[config.mk]
export PLATFORM = sky130hd
export DESIGN_NAME = pulsadores_crono_flat
export DESIGN_NICKNAME = d
export VERILOG_FILES = /design/src/rtl/pulsadores_crono_if.sv /design/src/rtl/pulsadores_crono.sv /design/src/flat_wrapper.sv
export SDC_FILE = /design/constraint.sdc
export NUM_CORES = 1
export LEC_CHECK = 0
export ABC_AREA = 1
export CAP_MARGIN = 30
export CORE_ASPECT_RATIO = 1.5
export CORE_MARGIN = 2
export CORE_UTILIZATION = 50
export CTS_CLUSTER_SIZE = 25
export DETAILED_ROUTE_END_ITERATION = 6
export PLACE_DENSITY = 0.75
export SLEW_MARGIN = 20
export SYNTH_ARGS = -nofsm -noshare
export SYNTH_HDL_FRONTEND = slang
export SYNTH_SLANG_ARGS = --single-unit
[constraint.sdc]
create_clock -name clk -period 3.15 [get_ports clk]
set_clock_uncertainty 0.1 [all_clocks]
set_input_delay 0.4725 -clock clk [delete_from_list [all_inputs] [get_ports clk]]
set_output_delay 0.4725 -clock clk [all_outputs]
set_load 0.01 [all_outputs]
[src/rtl/pulsadores_crono_if.sv]
// Button-side bundle of the push-button conditioning stage.
// The master drives the raw buttons and the programming-mode enable.
// The slave returns the single-cycle command pulses to the chronometer.
interface pulsadores_crono_if;
  logic btn_arriba_in;
  logic btn_abajo_in;
  logic btn_izquierda_in;
  logic btn_derecha_in;
  logic btn_inicio_in;
  logic habilitar;
  logic arriba;
  logic abajo;
  logic izquierda;
  logic derecha;
  logic PushInicioCrono;

  modport master (
    output btn_arriba_in, btn_abajo_in, btn_izquierda_in, btn_derecha_in,
           btn_inicio_in, habilitar,
    input  arriba, abajo, izquierda, derecha, PushInicioCrono
  );

  modport slave (
    input  btn_arriba_in, btn_abajo_in, btn_izquierda_in, btn_derecha_in,
           btn_inicio_in, habilitar,
    output arriba, abajo, izquierda, derecha, PushInicioCrono
  );
endinterface

[src/rtl/pulsadores_crono.sv]
// Push-button conditioning for the chronometer.
// Each raw button is synchronised, debounced and edge-detected into a
// one-cycle press pulse. Up and down also auto-repeat while held.
//
// Repeat FSM states (one FSM each for up and down):
//   state  | meaning
//   S_IDLE | no press pending; wait for a debounced press while enabled
//   S_WAIT | press seen; counting the initial delay before the first repeat
//   S_REP  | repeating; one pulse per repeat period while still held
//
// Button index map: 0 up, 1 down, 2 left, 3 right, 4 start.
module pulsadores_crono #(
  parameter int DEB_CYC = 1000000,
  parameter int REP_DLY = 50000000,
  parameter int REP_PER = 20000000
) (
  input  logic              clk,
  input  logic              Reset,
  pulsadores_crono_if.slave bus
);

  localparam int DW   = $clog2(DEB_CYC + 1);
  localparam int RMAX = (REP_DLY > REP_PER) ? REP_DLY : REP_PER;
  localparam int RW   = $clog2(RMAX + 1);

  localparam logic [1:0] S_IDLE = 2'd0;
  localparam logic [1:0] S_WAIT = 2'd1;
  localparam logic [1:0] S_REP  = 2'd2;

  // Counters are loaded with N-1 so that the pulse registers exactly N
  // cycles after the load edge.
  localparam logic [RW-1:0] DLY_LD = RW'(REP_DLY - 1);
  localparam logic [RW-1:0] PER_LD = RW'(REP_PER - 1);
  localparam logic [DW-1:0] DEB_TC = DW'(DEB_CYC);

  logic [4:0]    raw;
  logic [4:0]    sync1_q, sync2_q;
  logic [4:0]    deb_q, deb_d;
  logic [4:0]    deb_dly_q;
  logic [DW-1:0] deb_cnt_q [5];
  logic [DW-1:0] deb_cnt_d [5];
  logic [4:0]    press;

  logic [1:0]    st_q   [2];
  logic [1:0]    st_d   [2];
  logic [RW-1:0] rcnt_q [2];
  logic [RW-1:0] rcnt_d [2];
  logic [1:0]    fire;

  logic [4:0]    out_q, out_d;
  logic          hab;

  assign raw = {bus.btn_inicio_in, bus.btn_derecha_in, bus.btn_izquierda_in,
                bus.btn_abajo_in, bus.btn_arriba_in};
  assign hab = bus.habilitar;

  // Two-stage synchroniser on every raw button.
  always_ff @(posedge clk or negedge Reset) begin
    if (!Reset) begin
      sync1_q <= '0;
      sync2_q <= '0;
    end else begin
      sync1_q <= raw;
      sync2_q <= sync1_q;
    end
  end

  // Debounce: count consecutive disagreeing cycles, flip on reaching DEB_CYC.
  always_comb begin
    deb_d = deb_q;
    for (int i = 0; i < 5; i++) begin
      deb_cnt_d[i] = '0;
      if (sync2_q[i] != deb_q[i]) begin
        if (deb_cnt_q[i] == DEB_TC) begin
          deb_d[i] = sync2_q[i];
        end else begin
          deb_cnt_d[i] = deb_cnt_q[i] + DW'(1);
        end
      end
    end
  end

  // Debounced state, its one-cycle delayed copy and the debounce counters.
  always_ff @(posedge clk or negedge Reset) begin
    if (!Reset) begin
      deb_q     <= '0;
      deb_dly_q <= '0;
      for (int i = 0; i < 5; i++) deb_cnt_q[i] <= '0;
    end else begin
      deb_q     <= deb_d;
      deb_dly_q <= deb_q;
      for (int i = 0; i < 5; i++) deb_cnt_q[i] <= deb_cnt_d[i];
    end
  end

  assign press = deb_q & ~deb_dly_q;

  // Auto-repeat next state for up and down; a press while disabled is lost.
  always_comb begin
    for (int j = 0; j < 2; j++) begin
      st_d[j]   = st_q[j];
      rcnt_d[j] = rcnt_q[j];
      fire[j]   = 1'b0;
      if (!hab) begin
        st_d[j]   = S_IDLE;
        rcnt_d[j] = '0;
      end else begin
        case (st_q[j])
          S_IDLE: begin
            if (press[j]) begin
              st_d[j]   = S_WAIT;
              rcnt_d[j] = DLY_LD;
            end
          end
          S_WAIT, S_REP: begin
            if (!deb_q[j]) begin
              st_d[j]   = S_IDLE;
              rcnt_d[j] = '0;
            end else if (rcnt_q[j] == '0) begin
              fire[j]   = 1'b1;
              st_d[j]   = S_REP;
              rcnt_d[j] = PER_LD;
            end else begin
              rcnt_d[j] = rcnt_q[j] - RW'(1);
            end
          end
          default: begin
            st_d[j]   = S_IDLE;
            rcnt_d[j] = '0;
          end
        endcase
      end
    end
  end

  // Repeat FSM state and counter registers.
  always_ff @(posedge clk or negedge Reset) begin
    if (!Reset) begin
      for (int j = 0; j < 2; j++) begin
        st_q[j]   <= S_IDLE;
        rcnt_q[j] <= '0;
      end
    end else begin
      for (int j = 0; j < 2; j++) begin
        st_q[j]   <= st_d[j];
        rcnt_q[j] <= rcnt_d[j];
      end
    end
  end

  // Direction pulses are gated and prioritised up > down > left > right;
  // the start pulse bypasses both.
  always_comb begin
    out_d    = '0;
    out_d[0] = hab & (press[0] | fire[0]);
    out_d[1] = hab & (press[1] | fire[1]) & ~out_d[0];
    out_d[2] = hab & press[2] & ~out_d[0] & ~out_d[1];
    out_d[3] = hab & press[3] & ~out_d[0] & ~out_d[1] & ~out_d[2];
    out_d[4] = press[4];
  end

  // Registered command pulses.
  always_ff @(posedge clk or negedge Reset) begin
    if (!Reset) out_q <= '0;
    else        out_q <= out_d;
  end

  assign bus.arriba          = out_q[0];
  assign bus.abajo           = out_q[1];
  assign bus.izquierda       = out_q[2];
  assign bus.derecha         = out_q[3];
  assign bus.PushInicioCrono = out_q[4];

endmodule

[src/flat_wrapper.sv]
// flat-port wrapper written by rule: the top's interface ports become plain ports
module pulsadores_crono_flat 
#(
  parameter int DEB_CYC = 1000000,
  parameter int REP_DLY = 50000000,
  parameter int REP_PER = 20000000
)
  (clk, Reset, bus_btn_arriba_in, bus_btn_abajo_in, bus_btn_izquierda_in, bus_btn_derecha_in, bus_btn_inicio_in, bus_habilitar, bus_arriba, bus_abajo, bus_izquierda, bus_derecha, bus_PushInicioCrono);
  pulsadores_crono_if bus_i ();
  input  logic clk;
  input  logic Reset;
  input wire logic [$bits(bus_i.btn_arriba_in)-1:0] bus_btn_arriba_in;
  input wire logic [$bits(bus_i.btn_abajo_in)-1:0] bus_btn_abajo_in;
  input wire logic [$bits(bus_i.btn_izquierda_in)-1:0] bus_btn_izquierda_in;
  input wire logic [$bits(bus_i.btn_derecha_in)-1:0] bus_btn_derecha_in;
  input wire logic [$bits(bus_i.btn_inicio_in)-1:0] bus_btn_inicio_in;
  input wire logic [$bits(bus_i.habilitar)-1:0] bus_habilitar;
  output wire logic [$bits(bus_i.arriba)-1:0] bus_arriba;
  output wire logic [$bits(bus_i.abajo)-1:0] bus_abajo;
  output wire logic [$bits(bus_i.izquierda)-1:0] bus_izquierda;
  output wire logic [$bits(bus_i.derecha)-1:0] bus_derecha;
  output wire logic [$bits(bus_i.PushInicioCrono)-1:0] bus_PushInicioCrono;
  assign bus_i.btn_arriba_in = bus_btn_arriba_in;
  assign bus_i.btn_abajo_in = bus_btn_abajo_in;
  assign bus_i.btn_izquierda_in = bus_btn_izquierda_in;
  assign bus_i.btn_derecha_in = bus_btn_derecha_in;
  assign bus_i.btn_inicio_in = bus_btn_inicio_in;
  assign bus_i.habilitar = bus_habilitar;
  assign bus_arriba = bus_i.arriba;
  assign bus_abajo = bus_i.abajo;
  assign bus_izquierda = bus_i.izquierda;
  assign bus_derecha = bus_i.derecha;
  assign bus_PushInicioCrono = bus_i.PushInicioCrono;
  pulsadores_crono #(.DEB_CYC(DEB_CYC), .REP_DLY(REP_DLY), .REP_PER(REP_PER)) u_core (.clk(clk), .Reset(Reset), .bus(bus_i));
endmodule
==> metrics.md, run 1 <==
| Metric | Value |
|---|---|
| Status | `complete, but fails checks` |
| Violated checks | `hold timing` |
| Post-Place Worst Slack | `around 0.76 ns` |
| Unrepaired setup endpoints after global routing | `false` |
| Commonest cells after routing, fill and taps aside | `nand2_1 (247), nor2_1 (235), dfrtp_1 (181)` |
| Final ANT Viol Nets | `0` |
| Max capacitance violation total | `0` |
| Worst endpoint data arrival time | `between 2 and 2.5 ns` |
| Starting Density | `between 50% and 60%` |
| Pint | `3.943 mW` |
| Critical path fanouts, max | `5` |
| Drt drc | `0` |
| Nets | `~1300` |
| Pre-Repair DR Iteration Count | `7` |
| Global route overflow | `0` |
| RePlAce Congestion | `0.9491` |
| Cell count after synthesis | `about 1300` |
| Placed instance count | `1558` |
| Main synth FF type | `dfrtp_1` |
| Final WS setup | `around 1.1 ns` |
| Worst path max stage delay | `about 0.38 ns` |
| Antenna violations before repair | `0` |
| Crit-path cells | `inv_1, ha_1, nand2_2, nor2_4, nand2_2, nor2_4, nand3_1, nand2_1, o21bai_1` |
| Cell Count, Final, Fillers Out | `about 1600` |
| First-pass GRT wire length | `~36000 um` |
| Util after Layout | `between 50% and 60%` |
| Total wire length | `between 20000 and 25000 um` |
| Largest net degree at the start of global routing | `between 90 and 100` |
| Netlist cell types | `44` |
| Number of gates resized after cts | `0` |
| GRT Total Usage | `approximately a fifth` |
| Avg Cell Area, Syn | `just under 8 sq um` |
| Core Footprint | `between 0.015 and 0.02 sq mm` |
| Clock-pin transition on the worst setup and hold timing paths | `0.08 ns` |
| IO Pins | `13` |
| Post-CTS Setup Inserts | `0` |
| CTS tree | `yes` |
| Ratio of final minimum period to clock period | `between 60 and 70%` |
| Number of CTS-inserted buffers | `17` |
| Pleak | `approximately 5 nW` |
| Pwr dens | `497.1 mW/mm^2` |
| Worst-Skew Late Latency | `between 0.4 and 0.5 ns` |
| Rel. slew slack | `between 40% and 50%` |
| CTS max path bufs | `2` |
| Flop pwr share | `approximately 46%` |
| YS warnings | `0` |
| Post-DP HPWL | `approximately 15000 um` |
| Req. time, crit path | `3.37 ns` |
| Final hold viol count | `9` |
| Clk sinks | `181` |
| Die W | `119.7 um` |
| Crit path capture type | `register` |
| Most common cell after layout, fill and taps aside | `nand2_1` |
| Ratio of cells with drive above 1 in the final layout | `slightly below 7%` |
| CP delay by family, top | `simple AND/OR/NAND/NOR gates` |
| H-Tree Level Count | `4` |
| Num rows | `63` |
| Final hold slack | `-0.005218 ns` |
| Logic gate share of total power | `12.6%` |
| Cell area after synthesis | `around 0.01 sq mm` |
| Clk network pwr share | `approximately two fifths` |
| Asr flop ratio synth | `between 90% and 100%` |
| Post-layout min period | `between 2 and 2.5 ns` |
| Power Total | `about 5.5 mW` |
| Clk Tree Root Cell | `clkbuf_16` |
| Slowest cell on crit path | `dfrtp_1` |
| Min-Delay Path Class | `in2async` |
| CP bufs+invs | `1` |
| Vias per cell | `around 5.2` |
| Sw Pwr | `between 1.5 and 2 mW` |
| Vias in the first global route | `8032` |
| Wire per inst | `between 10 and 15 um` |
| IO buf count | `12` |
| Fraction of power spent switching nets | `between 20 and 30%` |
| Hold-fix buffers, CTS | `0` |
| Seq/Total Area, Yosys | `a little under half` |
| Routed vias | `between 8000 and 9000` |
| Setup Crit Path Kind | `reg2reg` |
| Initial drt markers | `~560` |
| DIE HEIGHT | `~180 um` |
| Syn Nets | `1314` |
| Setup crit start kind | `register` |
| F_max | `0.4958 GHz` |
| Final Slew Violations | `0` |
| EDFF count, synth | `0` |
| Sum of negative setup slack | `0 ns` |
| Area Overhead vs Synth | `10.71%` |
| Die area | `around 0.021 sq mm` |
| Max VDD drop | `0.3741 mV` |
| # diodes | `0` |
| Worst Tran Pin Value | `0.7896 ns` |
| Setup-failing EPs final | `0` |
| Seq cells post-synth | `181` |
==> cell usage after synthesis, types with 2 or more instances <==
cell        n  area (sq um)
nor3_1     57         285.3
o221ai_1    2         17.52
nand3b_1    7         52.55
ha_1       17         212.7
xor2_1     69         604.3
a21oi_1    28         140.1
inv_2       4         15.01
xnor2_1    11         96.34
and2_1      3         18.77
nor4_1      3         18.77
dfrtp_1   181          4529
o211ai_1    4         30.03
buf_2       6         30.03
nand2_1   247         927.1
nand3_2     2         20.02
nor3b_1     6         45.04
o21bai_1   11         82.58
nor2_1    235         882.1
nand3_1   102         510.5
nand2_2     5         31.28
nor2_4      9         101.4
nor3_2     11         110.1
nor3_4      2         32.53
nand4_1    27         168.9
o22ai_1     2         12.51
inv_1     168         630.6
o21ai_0    40         200.2
nor2_2     10         62.56
a31oi_1     5         31.28
==> layer usage <==
| metal | track usage [%] | part of all wire [%] |
|---|---|---|
| met1 | 24.14 | 43 |
| met3 | 3.181 | 2.9 |
| met2 | 37.21 | 51 |
| met5 | 0 | 0 |
| met4 | 10.25 | 3.2 |
==> flip-flops by register name, summed over array words and instances, names as in the netlist <==
register,count
u_core.deb_cnt_q,100
u_core.st_q,4
u_core.sync2_q,5
u_core.deb_q,5
u_core.sync1_q,5
u_core.rcnt_q,52
u_core.deb_dly_q,5
u_core.out_q,5
==> cells by family after synthesis <==
group / share of synthesized area [%]
AO/OA/AOI/OAI: 5.704
XOR/XNOR: 6.974
adder cells (fa/ha/maj): 2.117
buffers and inverters: 7.048
flip-flops: 45.08
AND/OR/NAND/NOR: 33.08
==> through the flow <==
stage | instance area (sq um) | hold slack, ns
after detailed placement | 10490 | 0.2364
after floorplan | 10050 | 0.07691
after global routing | 11120 | 0.07405
final | 11120 | -0.005218
after CTS | 11120 | 0.03838
after global placement | 10490 | 0.2324
==> final cells by class <==
class | instances | area (sq um)
clock buffers | 17 | 425.4
repair buffers | 17 | 173.9
flip-flops and latches | 181 | 4529
well taps | 260 | 325.3
clock inverters | 15 | 205.2
inverters | 173 | 654.4
fillers | 1787 | 8583
multi-input cells | 927 | 4810
==> power by group through the flow <==
stage               Clock, mW  Combinational [mW]  Sequential [mW]
detailed placement          0               0.697             2.57
CTS                      2.35               0.699             2.53
global route             2.43               0.794             2.54
floorplan                   0               0.521             2.54
global placement            0               0.681             2.57
finish                   2.30               0.696             2.53
==> worst paths after layout <==
check | start | endpoint | slack (ns) | cells past startpoint
worst max-delay path | u_core.rcnt_q[0] | u_core.rcnt_q[14] | 1.13 | 9
worst min-delay path | Reset | u_core.deb_cnt_q[93] | -0.005 | 1
worst max register to register | u_core.rcnt_q[0] | u_core.rcnt_q[14] | 1.13 | 9
worst min register to register | u_core.sync1_q[4] | u_core.sync2_q[4] | 0.25 | 0
max in group asynchronous | Reset | u_core.rcnt_q[9] | 2.16 | 2
min in group clk | u_core.sync1_q[4] | u_core.sync2_q[4] | 0.25 | 0
Note: power is estimated with default switching activity, not from simulation.
==> inputs of run 2 (changes only) <==
==> constraint.sdc (replaced) <==
create_clock -name clk -period 2.1 [get_ports clk]
set_clock_uncertainty 0.1 [all_clocks]
set_input_delay 0.315 -clock clk [delete_from_list [all_inputs] [get_ports clk]]
set_output_delay 0.315 -clock clk [all_outputs]
set_load 0.01 [all_outputs]
==> run 2 against run 1 <==
Against the previous run: the flow finishes with violations (DRC); sequential share of layout area decreased by 0.47 points; global-route usage increased by 1.1 points; count of clock-buffer cells in the layout increased by 3; core utilization increased by 0.66 points; critical endpoint is now u_core.rcnt_q[47]; largest power group unchanged; highest routed layer unchanged.
==> metrics.md, run 2 (synthesis gave the netlist of run 1 again) <==
| Metric | Value |
|---|---|
| Worst Tran Pin Value | `0.5065 ns` |
| Post-Place Worst Slack | `-0.008259 ns` |
| GRT Total Usage | `approximately 22%` |
| Clk sinks | `approximately 180` |
| Wire per inst | `13.45 um` |
| Grt met1 use | `around a quarter` |
| Unrepaired setup endpoints after global routing | `false` |
| Ratio of final minimum period to clock period | `between 90% and 100%` |
| Final hold viol count | `0` |
| Ratio of cells with drive above 1 in the final layout | `around 8%` |
| Clock-pin transition on the worst setup and hold timing paths | `about 0.07 ns` |
| Setup crit start kind | `register` |
| IO buf count | `12` |
| Number of CTS-inserted buffers | `17` |
| Dpl cell area | `~0.011 sq mm` |
| Vias in the first global route | `between 8000 and 9000` |
| Most flops, register | `u_core.deb_cnt_q` |
| Global route overflow | `0` |
| Vias per cell | `a little over 5` |
| Largest register FFs | `100` |
| Min-Delay Path Class | `in2reg` |
| Core Footprint | `0.01971 sq mm` |
| Util after Layout | `a little under three fifths` |
| Post-DP HPWL | `about 16000 um` |
| Busiest layer in global routing | `met2` |
| Crit-path cells | `inv_1, ha_1, nand2_1, nor2_4, nand4_4, o21bai_2, nand2_4, nand3_1` |
| Largest net degree at the start of global routing | `59` |
| Setup-failing EPs final | `0` |
| RePlAce Congestion | `around 0.90` |
| Status | `complete, but fails checks` |
| Setup Crit Path Kind | `reg2reg` |
| Max capacitance violation total | `0` |
| Pwr dens | `702.3 mW/mm^2` |
| # diodes | `0` |
| Starting Density | `approximately half` |
| Met2 Usage GRT | `40.38%` |
| Area Overhead vs Synth | `12.01%` |
| CTS tree | `yes` |
| Post-route cell area | `0.01125 sq mm` |
| Nets | `roughly 1400` |
| Most common cell after layout, fill and taps aside | `nand2_1` |
| Final WS setup | `0.1345 ns` |
| Req. time, crit path | `2.37 ns` |
| First-pass GRT wire length | `between 30000 and 40000 um` |
| Commonest cells after routing, fill and taps aside | `nand2_1 (246), nor2_1 (235), dfrtp_1 (181)` |
| Largest registers | `u_core.deb_cnt_q x100, u_core.rcnt_q x52` |
| Initial drt markers | `558` |
| Rel. slew slack | `66.23%` |
| Die W | `119.7 um` |
| Crit path capture type | `register` |
| H-Tree Level Count | `4` |
| Final Slew Violations | `0` |
| Pre-Repair DR Iteration Count | `7` |
| Worst endpoint data arrival time | `~2.2 ns` |
| DIE HEIGHT | `~180 um` |
| Post-layout min period | `between 1.5 and 2 ns` |
| Pleak | `approximately 5.1 nW` |
| Die area | `about 0.021 sq mm` |
| Routed vias | `8370` |
| Final ANT Viol Nets | `0` |
| Worst path max stage delay | `~0.37 ns` |
| Violated checks | `DRC` |
| Max VDD drop | `0.6349 mV` |
| Num rows | `between 60 and 70` |
| Antenna violations before repair | `0` |
| Critical path fanouts, max | `10` |
| IO Pins | `13` |
| Drt drc | `1` |
| Power Total | `between 7 and 8 mW` |
| F_max | `slightly above 0.5 GHz` |
| Total wire length | `around 22000 um` |
| Worst-Skew Late Latency | `roughly 0.44 ns` |
| CTS max path bufs | `2` |
| Slowest cell on crit path | `dfrtp_1` |
| Clk Tree Root Cell | `clkbuf_16` |
| Met3 Use GR | `around 3.5%` |
## run 2: cell count changes in the layout (fill, tap and decap cells not counted), moves of 2 or more
cell / change
buf_12: +2
buf_4: +17
bufinv_16: -3
clkbuf_8: +2
clkinv_2: +2
clkinv_4: +5
inv_6: -5
## run 2: final timing paths
path / slack (ns) / from / cells past startpoint / endpoint
min in group asynchronous: 0.31 / Reset / 2 / u_core.deb_cnt_q[91]
max in group asynchronous: 0.98 / Reset / 3 / u_core.sync1_q[3]
worst min-delay path: 0.21 / bus_btn_derecha_in / 1 / u_core.sync1_q[3]
worst min register to register: 0.25 / u_core.sync1_q[3] / 0 / u_core.sync2_q[3]
worst max register to register: 0.13 / u_core.rcnt_q[26] / 8 / u_core.rcnt_q[47]
worst max-delay path: 0.13 / u_core.rcnt_q[26] / 8 / u_core.rcnt_q[47]
## run 2: timing repair
item                                   4_1_cts  5_1_grt
endpoints found under the hold margin       53        0
setup endpoints to repair                    0       19
gates resized for setup                      0        5
buffers inserted                             0        1
hold buffers                                 1        0
## run 2: stage by stage
step           cells  hold slack, ns  setup TNS, ns
2_1_floorplan   1289        -0.08059              0
3_3_place_gp    1576          0.2328              0
3_5_place_dp    1576          0.2347       -0.01407
4_1_cts         1609          0.1957              0
5_1_grt         1610          0.2042              0
6_report        1610          0.2139              0
## run 2: area by class of cell
| cell class | instances | area, sq um |
|---|---|---|
| repair buffers | 37 | 351.6 |
| flip-flops and latches | 181 | 4529 |
| multi-input cells | 927 | 4838 |
| fillers | 1810 | 8453 |
| well taps | 260 | 325.3 |
| clock buffers | 20 | 456.7 |
| inverters | 173 | 654.4 |
| clock inverters | 12 | 97.59 |
## run 2: per-layer routing
metal | vias up | part of all wire [%]
met5 | - | 0
met4 | 0 | 3.3
met3 | 60 | 2.4
met2 | 138 | 52
met1 | 3953 | 42
li1 | 4219 | -
## run 2: where the power goes
group	leakage, nW	total [mW]	internal, mW	switching, mW
combinational	2.40	1.10	0.386	0.719
clock	0.269	3.00	1.60	1.40
sequential	2.44	3.80	3.64	0.159
## run 2: worst max-delay path, delay by kind of cell (launching register included)
family,cells,cell delay (ns)
DFF,1,0.37
AOI/OAI and AO/OA,1,0.21
and+or+nand+nor,5,0.88
adders and majority gates,1,0.22
buffers and inverters,1,0.11
==> inputs of run 3 (changes only) <==
--- a/config.mk
+++ b/config.mk
@@ -7,12 +7,14 @@
 export LEC_CHECK = 0
 export ABC_AREA = 1
 export CAP_MARGIN = 30
+export CELL_PAD_IN_SITES_DETAIL_PLACEMENT = 0
+export CELL_PAD_IN_SITES_GLOBAL_PLACEMENT = 2
 export CORE_ASPECT_RATIO = 1.5
-export CORE_MARGIN = 2
-export CORE_UTILIZATION = 50
+export CORE_MARGIN = 3
+export CORE_UTILIZATION = 38
 export CTS_CLUSTER_SIZE = 25
 export DETAILED_ROUTE_END_ITERATION = 6
-export PLACE_DENSITY = 0.75
+export PLACE_DENSITY = 0.89
 export SLEW_MARGIN = 20
 export SYNTH_ARGS = -nofsm -noshare
 export SYNTH_HDL_FRONTEND = slang
==> run 3 against run 2 <==
Against the previous run: the flow now finishes without violations; global-route usage down 4.6 points; critical path type unchanged; setup slack better by 0.039 ns; power grew 8.1%; sequential share of layout area fell by 1.0 points; count of clock-buffer cells in the layout is 1 higher.
==> metrics.md, run 3 (synthesis gave the netlist of run 1 again) <==
| Metric | Value |
|---|---|
| Wire per inst | `around 14 um` |
| Reg2reg end | `u_core.rcnt_q[14]` |
| H-Tree Level Count | `4` |
| Ratio of cells with drive above 1 in the final layout | `9.151%` |
| Post-layout min period | `1.926 ns` |
| Ratio of final minimum period to clock period | `between 90% and 100%` |
| Initial drt markers | `375` |
| Worst Hold Path EP | `u_core.sync1_q[3]` |
| DIE HEIGHT | `around 200 um` |
| Worst-Skew Late Latency | `approximately 0.44 ns` |
| Worst Reg-to-Reg Cells | `8` |
| Starting Density | `around two fifths` |
| Critical path fanouts, max | `18` |
| First-pass GRT wire length | `between 40000 and 50000 um` |
| Global route overflow | `0` |
| Largest net degree at the start of global routing | `73` |
| Antenna violations before repair | `0` |
| Largest register FFs | `100` |
| IO buf count | `12` |
| Req. time, crit path | `2.33 ns` |
| Commonest cells after routing, fill and taps aside | `nand2_1 (247), nor2_1 (233), dfrtp_1 (181)` |
| Unrepaired setup endpoints after global routing | `false` |
| Worst endpoint data arrival time | `2.15 ns` |
| Final hold viol count | `0` |
| Drt drc | `0` |
| IO Pins | `13` |
| Rel. slew slack | `71.91%` |
| Worst Tran Pin Value | `0.4208 ns` |
| Hold path startpoint | `bus_btn_derecha_in` |
| Final ANT Viol Nets | `0` |
| Most common cell after layout, fill and taps aside | `nand2_1` |
| Worst Hold Depth | `1` |
| Largest registers | `u_core.deb_cnt_q x100, u_core.rcnt_q x52` |
| Pleak | `around 5.2 nW` |
| Clock-pin transition on the worst setup and hold timing paths | `around 0.07 ns` |
| Util after Layout | `44.51%` |
| Die area | `~0.028 sq mm` |
| Final Slew Violations | `0` |
| Setup-failing EPs final | `0` |
| Num rows | `between 70 and 80` |
| F_max | `between 0.5 and 0.6 GHz` |
| Setup crit start kind | `register` |
| Core Footprint | `between 0.02 and 0.03 sq mm` |
| Number of CTS-inserted buffers | `17` |
| Min-Delay Path Class | `in2reg` |
| Sum of negative setup slack | `0 ns` |
| Status | `finished clean` |
| Pre-Repair DR Iteration Count | `5` |
| Total wire length | `about 23000 um` |
| Critical register-to-register path startpoint | `u_core.st_q[1]` |
| Die W | `between 100 and 150 um` |
| Multi-input logic area | `around 0.0048 sq mm` |
| RePlAce Congestion | `a little over 0.8` |
| Clk sinks | `181` |
| Post-CTS Setup Inserts | `0` |
| Vias in the first global route | `8435` |
| Vias per cell | `4.905` |
| FILL cells | `between 2000 and 3000` |
| Pwr dens | `~740 mW/mm^2` |
| Most flops, register | `u_core.deb_cnt_q` |
| Post-DP HPWL | `17510 um` |
| Setup Crit Path Kind | `reg2reg` |
| # diodes | `0` |
| Max VDD drop | `0.6037 mV` |
| GRT Total Usage | `between 15 and 20%` |
| Reg area | `~0.0045 sq mm` |
| CTS max path bufs | `2` |
| Routed vias | `between 8000 and 9000` |
| Worst reg2reg setup slack | `0.17 ns` |
| CTS tree | `yes` |
| Area Overhead vs Synth | `14.93%` |
| Max capacitance violation total | `0` |
| Clk Tree Root Cell | `clkbuf_16` |
| Nets | `1378` |
| Crit path capture type | `register` |
## run 3: timing repair
item                                   CTS  global route
endpoints found under the hold margin   82             0
gates resized for setup                  0             4
setup endpoints to repair                0             3
hold buffers                             1             0
## run 3: cell type report
cell class	count	area share [%]
multi-input cells	927	41.84
flip-flops and latches	181	39.22
inverters	173	5.667
clock buffers	21	3.987
repair buffers	53	3.977
well taps	333	3.608
clock inverters	11	1.701
## run 3: per-stage QoR
stage / cell area (sq um) / cells / worst slack (ns) / hold WS, ns / total power [mW]
global placement: 10860 / 1666 / 0.06464 / 0.1359 / 5.036
CTS: 11530 / 1699 / 0.1678 / 0.1735 / 8.662
global route: 11550 / 1699 / 0.02573 / 0.1921 / 8.963
detailed placement: 10860 / 1666 / 0.03074 / 0.1353 / 5.038
floorplan: 10050 / 1289 / 0.4477 / -0.08059 / 4.593
finish: 11550 / 1699 / 0.1739 / 0.2031 / 8.542
## run 3: routing by layer
layer	track usage [%]	wire length [um]	vias to the layer above
met5	0	0	-
met3	2.989	552	51
met2	31.03	11950	104
met4	7.657	773	0
li1	-	-	4257
met1	20.22	10110	3921
## run 3: worst max-delay path by stage
stage | startpoint | cells past startpoint | to | slack (ns)
floorplan | u_core.rcnt_q[26] | 9 | u_core.rcnt_q[51] | 0.45
global placement | bus_habilitar | 7 | u_core.rcnt_q[13] | 0.06
detailed placement | bus_habilitar | 7 | u_core.rcnt_q[25] | 0.03
CTS | u_core.rcnt_q[32] | 9 | u_core.rcnt_q[49] | 0.17
global route | u_core.deb_cnt_q[80] | 8 | u_core.deb_cnt_q[97] | 0.03
finish | u_core.st_q[1] | 8 | u_core.rcnt_q[14] | 0.17
## run 3: critical path: stages (launching register included)
cell and delay (ns):
dfrtp_1 0.39, inv_1 0.11, ha_1 0.21, nand2_1 0.10
a21oi_4 0.19, nor2_4 0.07, nand2_2 0.31, o21ai_0 0.15
o21bai_1 0.17
## run 3: where the power goes
| group | internal [mW] | total [mW] | switching [mW] |
|---|---|---|---|
| combinational | 0.428 | 1.18 | 0.750 |
| clock | 2.18 | 3.57 | 1.39 |
| sequential | 3.64 | 3.79 | 0.154 |
